### config.mk
export PLATFORM = sky130hd
export DESIGN_NAME = mem_arbiter_flat
export DESIGN_NICKNAME = d
export VERILOG_FILES = /design/src/rtl/mem_arbiter_if.sv /design/src/rtl/mem_arbiter.sv /design/src/flat_wrapper.sv
export SDC_FILE = /design/constraint.sdc
export NUM_CORES = 1
export LEC_CHECK = 0
export CORE_AREA = 2 2 103 105
export CTS_CLUSTER_DIAMETER = 60
export DETAILED_ROUTE_END_ITERATION = 16
export DIE_AREA = 0 0 105 107
export GPL_TIMING_DRIVEN = 1
export MAX_ROUTING_LAYER = met4
export PLACE_DENSITY = 0.8
export SLEW_MARGIN = 15
export SYNTH_ARGS = -nofsm -noshare
export SYNTH_HDL_FRONTEND = slang
export SYNTH_SLANG_ARGS = --single-unit
### constraint.sdc
create_clock -name CLK -period 1.9 [get_ports CLK]
set_clock_uncertainty 0.1 [all_clocks]
set_input_delay 0.19 -clock CLK [delete_from_list [all_inputs] [get_ports CLK]]
set_output_delay 0.19 -clock CLK [all_outputs]
set_load 0.02 [all_outputs]
### src/rtl/mem_arbiter_if.sv
// ---------------------------------------------------------------------------
// mem_arbiter_if -- bundle of icache, dcache and RAM signals around the
// memory arbiter.
//
//   icache : iREN, iaddr -> arbiter ; iwait, iload <- arbiter
//   dcache : dREN, dWEN, daddr, dstore -> arbiter ; dwait, dload <- arbiter
//   RAM    : ramREN, ramWEN, ramaddr, ramstore <- arbiter ;
//            ramload, ramstate -> arbiter
//
// Modports:
//   slave  : the arbiter's view (requests in, waits/RAM strobes out)
//   master : the surrounding system's view (caches and RAM model)
// ---------------------------------------------------------------------------
interface mem_arbiter_if;
  logic        iREN;
  logic [31:0] iaddr;
  logic        iwait;
  logic [31:0] iload;
  logic        dREN;
  logic        dWEN;
  logic [31:0] daddr;
  logic [31:0] dstore;
  logic        dwait;
  logic [31:0] dload;
  logic        ramREN;
  logic        ramWEN;
  logic [31:0] ramaddr;
  logic [31:0] ramstore;
  logic [31:0] ramload;
  logic [1:0]  ramstate;

  modport slave (
    input  iREN, iaddr, dREN, dWEN, daddr, dstore, ramload, ramstate,
    output iwait, iload, dwait, dload, ramREN, ramWEN, ramaddr, ramstore
  );

  modport master (
    output iREN, iaddr, dREN, dWEN, daddr, dstore, ramload, ramstate,
    input  iwait, iload, dwait, dload, ramREN, ramWEN, ramaddr, ramstore
  );
endinterface

### src/rtl/mem_arbiter.sv
// ---------------------------------------------------------------------------
// mem_arbiter -- single-port RAM arbiter between an icache and a dcache.
//
// The dcache has priority. Each transfer owns the RAM exclusively from the
// grant until RAM reports ACCESS (or the owner drops its request), after
// which the arbiter always passes through IDLE before the next grant.
//
// Ports:
//   CLK   : clock, rising edge
//   nRST  : asynchronous active-low reset
//   bus   : mem_arbiter_if.slave (icache, dcache and RAM signals)
//
// Parameters:
//   STARVE_LIMIT : consecutive dcache completions tolerated while the icache
//                  waits (only used with ARB_STARVE_GUARD_EN).
//
// Build option:
//   ARB_STARVE_GUARD_EN : when defined, a saturating counter of dcache
//   completions seen while iREN is high forces an icache grant once it
//   reaches STARVE_LIMIT. Undefined: strict dcache priority.
// ---------------------------------------------------------------------------
module mem_arbiter #(
  parameter int STARVE_LIMIT = 4
) (
  input  logic          CLK,
  input  logic          nRST,
  mem_arbiter_if.slave  bus
);

  typedef enum logic [1:0] {
    IDLE   = 2'd0,
    IGRANT = 2'd1,
    DGRANT = 2'd2
  } state_t;

  localparam logic [1:0] RAM_ACCESS = 2'd2;

  state_t      state_q, state_d;
  logic [31:0] ramaddr_q, ramaddr_d;
  logic [31:0] ramstore_q, ramstore_d;

  logic        dreq;
  logic        ram_done;

  assign dreq     = bus.dREN | bus.dWEN;
  assign ram_done = (bus.ramstate == RAM_ACCESS);

  // Read data is a straight pass-through; it is meaningful only while the
  // owner's wait is low.
  assign bus.iload = bus.ramload;
  assign bus.dload = bus.ramload;

`ifdef ARB_STARVE_GUARD_EN
  localparam int LIM_W = $clog2(STARVE_LIMIT + 1);
  localparam int CNT_W = (LIM_W > 3) ? LIM_W : 3;
  localparam logic [CNT_W-1:0] LIMIT = CNT_W'(STARVE_LIMIT);

  logic [CNT_W-1:0] starve_q, starve_d;
  logic             starve_hit;

  assign starve_hit = bus.iREN && (starve_q >= LIMIT);
`else
  logic starve_hit;
  logic unused_limit;

  // The limit only matters when the guard is built in.
  assign unused_limit = (STARVE_LIMIT != 0);
  assign starve_hit   = 1'b0;
`endif

  always_ff @(posedge CLK or negedge nRST) begin
    if (!nRST) begin
      state_q    <= IDLE;
      ramaddr_q  <= '0;
      ramstore_q <= '0;
    end else begin
      state_q    <= state_d;
      ramaddr_q  <= ramaddr_d;
      ramstore_q <= ramstore_d;
    end
  end

`ifdef ARB_STARVE_GUARD_EN
  always_ff @(posedge CLK or negedge nRST) begin
    if (!nRST) begin
      starve_q <= '0;
    end else begin
      starve_q <= starve_d;
    end
  end

  always_comb begin
    starve_d = starve_q;
    unique case (state_q)
      IDLE: begin
        if (!bus.iREN) starve_d = '0;
      end
      DGRANT: begin
        // Count only dcache completions that actually made the icache wait.
        if (dreq && ram_done && bus.iREN && (starve_q != '1))
          starve_d = starve_q + 1'b1;
      end
      IGRANT: begin
        if (bus.iREN && ram_done) starve_d = '0;
      end
      default: starve_d = '0;
    endcase
  end
`endif

  always_comb begin
    state_d      = state_q;
    bus.ramREN   = 1'b0;
    bus.ramWEN   = 1'b0;
    bus.ramaddr  = ramaddr_q;
    bus.ramstore = ramstore_q;
    bus.iwait    = 1'b1;
    bus.dwait    = 1'b1;

    unique case (state_q)
      IDLE: begin
        if (starve_hit)      state_d = IGRANT;
        else if (dreq)       state_d = DGRANT;
        else if (bus.iREN)   state_d = IGRANT;
      end

      DGRANT: begin
        bus.ramaddr  = bus.daddr;
        bus.ramstore = bus.dstore;
        if (!dreq) begin
          // Request withdrawn: release the RAM without a completion.
          state_d = IDLE;
        end else begin
          bus.ramWEN = bus.dWEN;
          bus.ramREN = bus.dREN & ~bus.dWEN;
          if (ram_done) begin
            bus.dwait = 1'b0;
            state_d   = IDLE;
          end
        end
      end

      IGRANT: begin
        bus.ramaddr = bus.iaddr;
        if (!bus.iREN) begin
          state_d = IDLE;
        end else begin
          bus.ramREN = 1'b1;
          if (ram_done) begin
            bus.iwait = 1'b0;
            state_d   = IDLE;
          end
        end
      end

      default: state_d = IDLE;
    endcase

    // Address/data hold their last driven value while idle.
    ramaddr_d  = bus.ramaddr;
    ramstore_d = bus.ramstore;
  end

endmodule

### src/flat_wrapper.sv
// flat-port wrapper written by rule: the top's interface ports become plain ports
module mem_arbiter_flat 
#(
  parameter int STARVE_LIMIT = 4
)
  (CLK, nRST, bus_iREN, bus_iaddr, bus_dREN, bus_dWEN, bus_daddr, bus_dstore, bus_ramload, bus_ramstate, bus_iwait, bus_iload, bus_dwait, bus_dload, bus_ramREN, bus_ramWEN, bus_ramaddr, bus_ramstore);
  mem_arbiter_if bus_i ();
  input  logic CLK;
  input  logic nRST;
  input wire logic [$bits(bus_i.iREN)-1:0] bus_iREN;
  input wire logic [$bits(bus_i.iaddr)-1:0] bus_iaddr;
  input wire logic [$bits(bus_i.dREN)-1:0] bus_dREN;
  input wire logic [$bits(bus_i.dWEN)-1:0] bus_dWEN;
  input wire logic [$bits(bus_i.daddr)-1:0] bus_daddr;
  input wire logic [$bits(bus_i.dstore)-1:0] bus_dstore;
  input wire logic [$bits(bus_i.ramload)-1:0] bus_ramload;
  input wire logic [$bits(bus_i.ramstate)-1:0] bus_ramstate;
  output wire logic [$bits(bus_i.iwait)-1:0] bus_iwait;
  output wire logic [$bits(bus_i.iload)-1:0] bus_iload;
  output wire logic [$bits(bus_i.dwait)-1:0] bus_dwait;
  output wire logic [$bits(bus_i.dload)-1:0] bus_dload;
  output wire logic [$bits(bus_i.ramREN)-1:0] bus_ramREN;
  output wire logic [$bits(bus_i.ramWEN)-1:0] bus_ramWEN;
  output wire logic [$bits(bus_i.ramaddr)-1:0] bus_ramaddr;
  output wire logic [$bits(bus_i.ramstore)-1:0] bus_ramstore;
  assign bus_i.iREN = bus_iREN;
  assign bus_i.iaddr = bus_iaddr;
  assign bus_i.dREN = bus_dREN;
  assign bus_i.dWEN = bus_dWEN;
  assign bus_i.daddr = bus_daddr;
  assign bus_i.dstore = bus_dstore;
  assign bus_i.ramload = bus_ramload;
  assign bus_i.ramstate = bus_ramstate;
  assign bus_iwait = bus_i.iwait;
  assign bus_iload = bus_i.iload;
  assign bus_dwait = bus_i.dwait;
  assign bus_dload = bus_i.dload;
  assign bus_ramREN = bus_i.ramREN;
  assign bus_ramWEN = bus_i.ramWEN;
  assign bus_ramaddr = bus_i.ramaddr;
  assign bus_ramstore = bus_i.ramstore;
  mem_arbiter #(.STARVE_LIMIT(STARVE_LIMIT)) u_core (.CLK(CLK), .nRST(nRST), .bus(bus_i));
endmodule
=== After elaboration in Yosys (flattened, before gate mapping) ===
Index checks and enable logic that the tools add are counted.

* Reductions and logical operators: 1
* Mux-type cells: 18
* Equal/unequal tests: 4
* Bitwise operators: 3

{| class="wikitable"
|+ Operators by type and width
! kind !! count
|-
| 32-bit case mux with 2 select lines || 1
|-
| 32-bit 2-to-1 mux || 1
|-
| 2-bit 2-to-1 mux || 5
|-
| 1-bit 2-to-1 mux || 9
|-
| 2-bit case mux with 3 select lines || 1
|-
| 2-bit == test (second input constant) || 2
|-
| 3-bit by 2-bit inequality test with 1-bit output (second input constant) || 1
|-
| 2-bit by 1-bit == test with 1-bit output (second input constant) || 1
|-
| 2-bit zero test || 1
|-
| 1-bit case mux with 2 select lines || 1
|-
| 1-bit bitwise AND || 1
|-
| 1-bit inverter || 1
|-
| 1-bit bitwise OR || 1
|}

* Bits of input ports: 135
* Output and inout bits: 132
* Word-level logic and storage cells: 29
* Register bits: 66

=== Depth between registers and ports, before layout ===
Gate-level depths: netlist of the first run.

* Word-level depth: 4
* Depth in mapped cells: 7

=== Least setup slack after synthesis of the first run ===
Ideal clock, no wire load.

* Path type: register to output
* From: register u_core.state_q[0]
* To: output bus_ramaddr[10]
* Arrival: 1.627 ns
* Data required time: 1.610 ns
* Slack: -0.017 ns
* Cell stages (with the launch flop): 7
* Path buffers: 2
* Cells stage by stage: dfrtp_1 inv_1 ha_1 buf_2 clkbuf_1 nor2_1 a21oi_1

* Cells in the longest elaborated chain, start to end: 2

{| class="wikitable"
|+ Ends and longest elaborated chain
! element !! RTL line !! RTL
|-
| start: declaration || mem_arbiter.sv:38 || <nowiki>state_t state_q, state_d;</nowiki>
|-
| start signal: assignment || mem_arbiter.sv:77 || <nowiki>state_q <= state_d;</nowiki>
|-
| 2-bit by 1-bit == test with 1-bit output / 2-bit == test (equally long branches) || mem_arbiter.sv:120 || <nowiki>unique case (state_q)</nowiki>
|-
| 32-bit case mux with 2 select lines (*) || mem_arbiter.sv:120 ||
|-
| end: declaration || flat_wrapper.sv:24 || <nowiki>output wire logic [$bits(bus_i.ramaddr)-1:0] bus_ramaddr;</nowiki>
|}

Mark *: on every way between the ends. The rest lies on a longest branch, timed or not.

=== Final worst setup path of the first run ===
* From: register u_core.state_q[0]
* To: output bus_ramaddr[29]

The elaborated chain is that of the path after synthesis.

==> impl_metrics.tcl, run 1 <==
set metrics [dict create \
    status "finished, violations left" \
    violations "setup timing" \
    critPathKind "flop to output pin" \
    final_common_cell "clkdlybuf4s50_1" \
    grt.total_usage_pct 20.1 \
    synth.distinct_cells 24 \
    wl_per_cell_um 20.2 \
    syn_to_final_growth_pct 82.4 \
    leakage_nw 2.53 \
    fin_ws_ns -0.216 \
    slowest_stage "dfrtp_1" \
    min_period_ns 2.12 \
    finalCritPeriodShare_pct 111 \
    maxSlewHeadroom_pct 74.0 \
    cts_tree "done" \
    ir_worst_vdd_mv 1.07 \
    worstRegToRegCells 8 \
    cp.arrival_ns 1.83 \
    powerDensity_mw_per_mm2 2120 \
    cts_sinks 66 \
    final_core_util_pct 58.9 \
    die_h_um 107 \
    cap_violations 0 \
    routed_wl_um 11900 \
    grt_antenna_before_repair 0 \
    num_vias 2843 \
    drt_iter0_drc 147 \
    holdCritPathClass "input port to async pin" \
    slowest_delay_ns 0.40 \
    fin_area_mm2 0.00595 \
    clkTransAtPathRegs_ns 0.09 \
    dr.pass1.iters 4 \
    io_pins 267 \
    crit_fanout 7 \
    final_cell_mix "clkdlybuf4s50_1 (101), dfrtp_1 (66), buf_6 (58), buf_4 (38), mux2_4 (30)" \
    die_w_um 105 \
    placed_area_mm2 0.00484 \
    clock_path_buffers 2 \
    syn_nets 438 \
    yosys_register_bits 66 \
    clkLatencyLatePin_ns 0.34 \
    yosys.area.top_type_share_pct 50.7 \
    r2r_slack_ns 0.04 \
    finalNetCount 586 \
    syn_area_per_cell_um2 10.9 \
    path_cells "inv_2 > ha_4 > buf_12 > buf_8 > nor2_4 > a21oi_4 > buf_6" \
    pre_cts_ws_ns -0.351 \
    worst_slew_pin_slew_ns 0.390 \
    fillers 838 \
    cp.required_ns 1.61 \
    cts_htree_levels 3 \
    instances_no_fill 588 \
    drive_above_1_share_pct 52.7 \
    core_mm2 0.0101 \
    r2r-end "u_core.state_q[1]" \
    start_util_pct 32.3 \
    die-area_mm2 0.0112 \
    critPathCaptureType "output pin" \
    post-place-cells 542 \
    setup_viol 67 \
    vias_per_cell 4.84 \
    synthCells 299 \
    maxSlewViolCount 0 \
    rsz0062_at_grt "true" \
    cts-buffers-inserted 9 \
    root_buffer "clkbuf_8" \
    antenna_cells 0 \
    max_freq_mhz 473 \
    overflow 0 \
    dp_hpwl_um 7620 \
    grt_max_degree 40 \
    ys_top_cells_by_area "dfrtp_1 (51%), buf_4 (15%), mux2_2 (11%)" \
    grt_pass1_vias 3141 \
    grt_pass1_wl_um 17000 \
    r2r_start "u_core.state_q[0]" \
    finalWeightedCongestion 0.770 \
    syn-cell-area_mm2 0.00326 \
    drc 0 \
    hold_viol_final 0 \
    yosysTopAreaCell "dfrtp_1" \
    port_buffers 170 \
    total_power_mw 12.6 \
    start_kind "flop" \
    ant_nets 0 \
    row_count 37 \
    yosysSeqAreaShare_pct 50.7 \
    ys_warn_count 0 \
]
==> layer usage <==
| metal | part of all wire (%) | track usage (%) | wire, um | vias to the layer above |
|---|---|---|---|---|
| met5 | 0 | - | 0 | - |
| met4 | 1.6 | 6.10 | 194 | 0 |
| met3 | 7.1 | 5.35 | 838 | 17 |
| met2 | 54 | 36.5 | 6410 | 164 |
| met1 | 37 | 21.4 | 4420 | 1395 |
| li1 | - | - | - | 1267 |
==> power breakdown <==
| group | internal (mW) | switching, mW | leakage, nW |
|---|---|---|---|
| logic | 4.72 | 4.39 | 1.66 |
| registers | 2.14 | 0.272 | 0.779 |
| clock network | 0.494 | 0.624 | 0.0872 |
==> synthesized netlist by cell type <==
cell,instances
o21ai_0,1
and2_1,1
nand2_1,1
nor2b_1,1
clkbuf_2,1
a22o_1,1
a22oi_1,32
inv_1,2
clkbuf_1,6
nand3b_1,2
buf_4,65
nand3_1,1
mux2_2,32
buf_1,2
a211oi_1,1
ha_1,4
dfrtp_1,66
or4b_1,1
a21oi_1,33
o21ai_1,1
nor2_1,34
buf_2,9
a32o_1,1
a21boi_0,1
==> area by class of cell <==
cell class              instances  area (um2)  share of cell area (%)
multi-input cells             148        1540                    26.0
well taps                     136         170                    2.86
inverters                       2        7.51                   0.126
clock buffers                   9         124                    2.08
repair buffers                220        2390                    40.2
clock inverters                 7        58.8                   0.989
flip-flops and latches         66        1650                    27.8
==> worst max path at each step <==
stage | startpoint | end
after floorplan | u_core.state_q[0] | u_core.ramaddr_q[26]
after global placement | u_core.state_q[1] | bus_ramaddr[26]
after detailed placement | u_core.state_q[1] | bus_ramaddr[26]
after CTS | u_core.state_q[0] | bus_ramstore[14]
after global routing | u_core.state_q[0] | bus_ramREN
final | u_core.state_q[0] | bus_ramaddr[29]
==> critical path: cells and delay by family (launching register included) <==
kind            cells  cell delay, ns
compound gates      1            0.13
buf+inv             4            0.52
fa+ha+maj           1            0.39
flops               1            0.40
simple gates        1            0.04
==> through the flow <==
stage,hold WS (ns),TNS [ns]
after detailed placement,0.0287,-18.54
after global placement,0.0194,-15.96
final,0.204,-11.13
after floorplan,-0.206,-0.0101
after global routing,0.208,-16.17
after CTS,0.174,-11.88
==> state kept, by name, summed over array words and instances (netlist names) <==
register and count:
u_core.ramaddr_q 32, u_core.ramstore_q 32, u_core.state_q 2
==> what timing repair did <==
action / CTS / global route
gates cloned: 6 / 3
hold buffers: 1 / 0
buffers inserted: 14 / 8
endpoints found under the setup margin: 68 / 67
pin swaps: 19 / 13
resized for setup: 404 / 102
hold endpoints to repair: 16 / 0
==> kinds of logic after synthesis <==
family	after synthesis	synth area share [%]
buffers and inverters	85	17.7
muxes	32	11.1
and+or+nand+nor	41	5.33
adders and majority gates	4	1.53
AOI/OAI and AO/OA	71	13.8
DFF	66	50.7
Note: power is estimated with default switching activity, not from simulation.
==> inputs of run 2 (changes only) <==
--- a/config.mk
+++ b/config.mk
@@ -5,10 +5,12 @@
 export SDC_FILE = /design/constraint.sdc
 export NUM_CORES = 1
 export LEC_CHECK = 0
-export CORE_AREA = 2 2 103 105
+export ABC_AREA = 1
+export ABC_CLOCK_PERIOD_IN_PS = 1900
+export CORE_MARGIN = 1.5
+export CORE_UTILIZATION = 33
 export CTS_CLUSTER_DIAMETER = 60
 export DETAILED_ROUTE_END_ITERATION = 16
-export DIE_AREA = 0 0 105 107
 export GPL_TIMING_DRIVEN = 1
 export MAX_ROUTING_LAYER = met4
 export PLACE_DENSITY = 0.8
==> run 2 against run 1 <==
The flow still finishes with violations (setup timing). Register-to-register slack got worse by 0.14 ns. Clock power rose by 9.8%. Non-clock buffer count rose by 8. Global-route usage rose by 2.8 points. Utilization rose by 1.8 points. Cell count rose by 20%. Total power rose by 12%. Via count rose by 18%. Combinational power rose by 16%. Largest power group unchanged.
==> impl_metrics.tcl, run 2 <==
set metrics [dict create \
    use_met2_pct 39.5 \
    syn_area_per_cell_um2 8.17 \
    dp_hpwl_um 7250 \
    use_met3_pct 5.95 \
    synth_edf_count 0 \
    ant_nets 0 \
    final_common_cell "nand2_1" \
    synth_mux_area_share_pct 0 \
    grt.total_usage_pct 22.9 \
    max_freq_mhz 471 \
    ir_worst_vdd_mv 1.41 \
    ys_top_cells_by_area "dfrtp_1 (49%), nand2_1 (16%), buf_4 (16%)" \
    synth_flop_cell "dfrtp_1" \
    start_kind "flop" \
    overflow 0 \
    yosysSeqAreaShare_pct 49.0 \
    cts-buffers-inserted 9 \
    reg_top3 "u_core.ramaddr_q (32), u_core.ramstore_q (32), u_core.state_q (2)" \
    r2r_start "u_core.state_q[1]" \
    drive_above_1_share_pct 39.0 \
    grt_max_degree 67 \
    fin_ws_ns -0.224 \
    busiest_layer "met2" \
    maxSlewHeadroom_pct 76.1 \
    grt_pass1_wl_um 18600 \
    clkTransAtPathRegs_ns 0.08 \
    netlist_top_cells_count "nand2_1 (143), buf_4 (70), a21oi_1 (66), dfrtp_1 (66), nor2_1 (37)" \
    synthXorXnorAreaFrac_pct 0 \
    die_h_um 104 \
    routed_wl_um 12600 \
    path_cells "inv_2 > buf_6 > ha_4 > inv_8 > clkbuf_16 > a21oi_2 > a21oi_2 > buf_4" \
    yosysTopAreaCell "dfrtp_1" \
    status "finished, violations left" \
    dr.pass1.iters 4 \
    clock_path_buffers 2 \
    placed_area_mm2 0.00487 \
    start_util_pct 34.2 \
    syn-cell-area_mm2 0.00337 \
    met1_usage_pct 24.1 \
    num_vias 3351 \
    cts_tree "done" \
    setup_viol 66 \
    root_buffer "clkbuf_8" \
    drc 0 \
    path_common_cell "a21oi_2" \
    yosys.area_share.simple_pct 20.5 \
    violations "setup timing" \
    final_cell_mix "nand2_1 (135), clkdlybuf4s50_1 (101), buf_4 (71), dfrtp_1 (66), a21oi_2 (44)" \
    slowest_delay_ns 0.37 \
    syn_to_final_growth_pct 77.7 \
    core_mm2 0.00986 \
    synthCells 413 \
    fin_area_mm2 0.00599 \
    startpoint "u_core.state_q[1]" \
    drt_iter0_drc 157 \
    final_core_util_pct 60.8 \
    antenna_cells 0 \
    total_power_mw 14.2 \
    grt_antenna_before_repair 0 \
    yosys_register_bits 66 \
    clkLatencyLatePin_ns 0.34 \
    cap_violations 0 \
    finalNetCount 706 \
    grt_pass1_vias 3557 \
    yosysMostFrequentCell "nand2_1" \
    critPathCaptureType "output pin" \
    powerDensity_mw_per_mm2 2360 \
    port_buffers 170 \
    rsz0062_at_grt "true" \
    worst_slew_pin_slew_ns 0.358 \
    hold_start "bus_ramload[25]" \
    synth.distinct_cells 12 \
    cp.arrival_ns 1.83 \
    fillers 800 \
    cp.required_ns 1.61 \
    finalWeightedCongestion 0.766 \
    min_path_cells 0 \
    cts_htree_levels 3 \
    wl_per_cell_um 17.9 \
    die_w_um 104 \
    leakage_nw 2.73 \
    die-area_mm2 0.0108 \
    crit_fanout 7 \
    io_pins 267 \
    async_flop_share_pct 100 \
    syn_nets 552 \
    vias_per_cell 4.75 \
    holdCritPathClass "input port to output pin" \
    cts_sinks 66 \
    yosys.area.top_type_share_pct 49.0 \
    row_count 36 \
    slowest_stage "dfrtp_1" \
    synth-compound-area-share_pct 10.0 \
    finalCritPeriodShare_pct 112 \
    critPathKind "flop to output pin" \
    pre_cts_ws_ns -0.343 \
    post_synth_fa_ha_maj_area_fraction_pct 1.48 \
    worstRegToRegCells 12 \
    maxSlewViolCount 0 \
    min_period_ns 2.12 \
    ys_warn_count 0 \
    synth_top_family_by_area "simple AND/OR/NAND/NOR gates" \
    hold_viol_final 0 \
]
[run 2: cell types whose count changed after synthesis, moves of 3 or more]
| cell | change |
|---|---|
| a21oi_1 | +33 |
| a22oi_1 | -32 |
| buf_2 | +4 |
| buf_4 | +5 |
| clkbuf_1 | -6 |
| inv_1 | +5 |
| mux2_2 | -32 |
| nand2_1 | +142 |
| nor2_1 | +3 |
[run 2: worst max-delay path: cells and delay by family, from the launching register on]
kind	cells	cell delay, ns
adder cells (fa/ha/maj)	1	0.31
buffers and inverters	5	0.57
flip-flops	1	0.37
AO/OA/AOI/OAI	2	0.24
[run 2: cells by family (layout without fill, tap and decap cells)]
kind of cell    after synthesis  in the layout
simple gates                183            183
flops                        66             66
fa+ha+maj                     4              4
compound gates               67             67
buf+inv                      93            252
[run 2: path summary, 6_finish.rpt]
check | to | slack, ns
max in group asynchronous | u_core.ramstore_q[3] | 1.05
hold reg to reg | u_core.ramstore_q[23] | 0.37
hold / removal | bus_dload[25] | 0.28
setup reg to reg | u_core.ramaddr_q[3] | -0.10
setup / recovery | bus_ramaddr[8] | -0.22
min in group asynchronous | u_core.ramaddr_q[3] | 0.35
[run 2: through the flow]
step	TNS [ns]	std cells	hold slack (ns)
2_1_floorplan	0	413	-0.206
3_3_place_gp	-12.56	652	0.134
3_5_place_dp	-14.45	652	0.141
4_1_cts	-9.07	696	0.280
5_1_grt	-13.32	705	0.280
6_report	-7.22	705	0.280
[run 2: layer usage]
layer	up-vias	part of all wire, %
li1	1543	-
met5	-	0
met1	1593	39
met3	42	6.5
met4	0	3.0
met2	173	52
[run 2: area by class of cell]
type                            count  area (um2)  area share (%)
Clock buffer                       12         155            2.59
Clock inverter                      4        50.0           0.835
Inverter                            8        42.5           0.710
Multi-Input combinational cell    254        1540            25.7
Sequential cell                    66        1650            27.6
Tap cell                          133         166            2.78
Timing Repair Buffer              228        2390            39.8
[run 2: repair_timing]
item	CTS	global route
buffers inserted	20	9
endpoints found under the setup margin	68	69
resized for setup	403	77
endpoints found under the hold margin	66	0
pin swaps	10	18
cloned	7	1
hold buffers	1	0
[run 2: power breakdown]
group,switching (mW),internal (mW)
clock,0.552,0.676
combinational,5.61,4.96
sequential,0.210,2.15
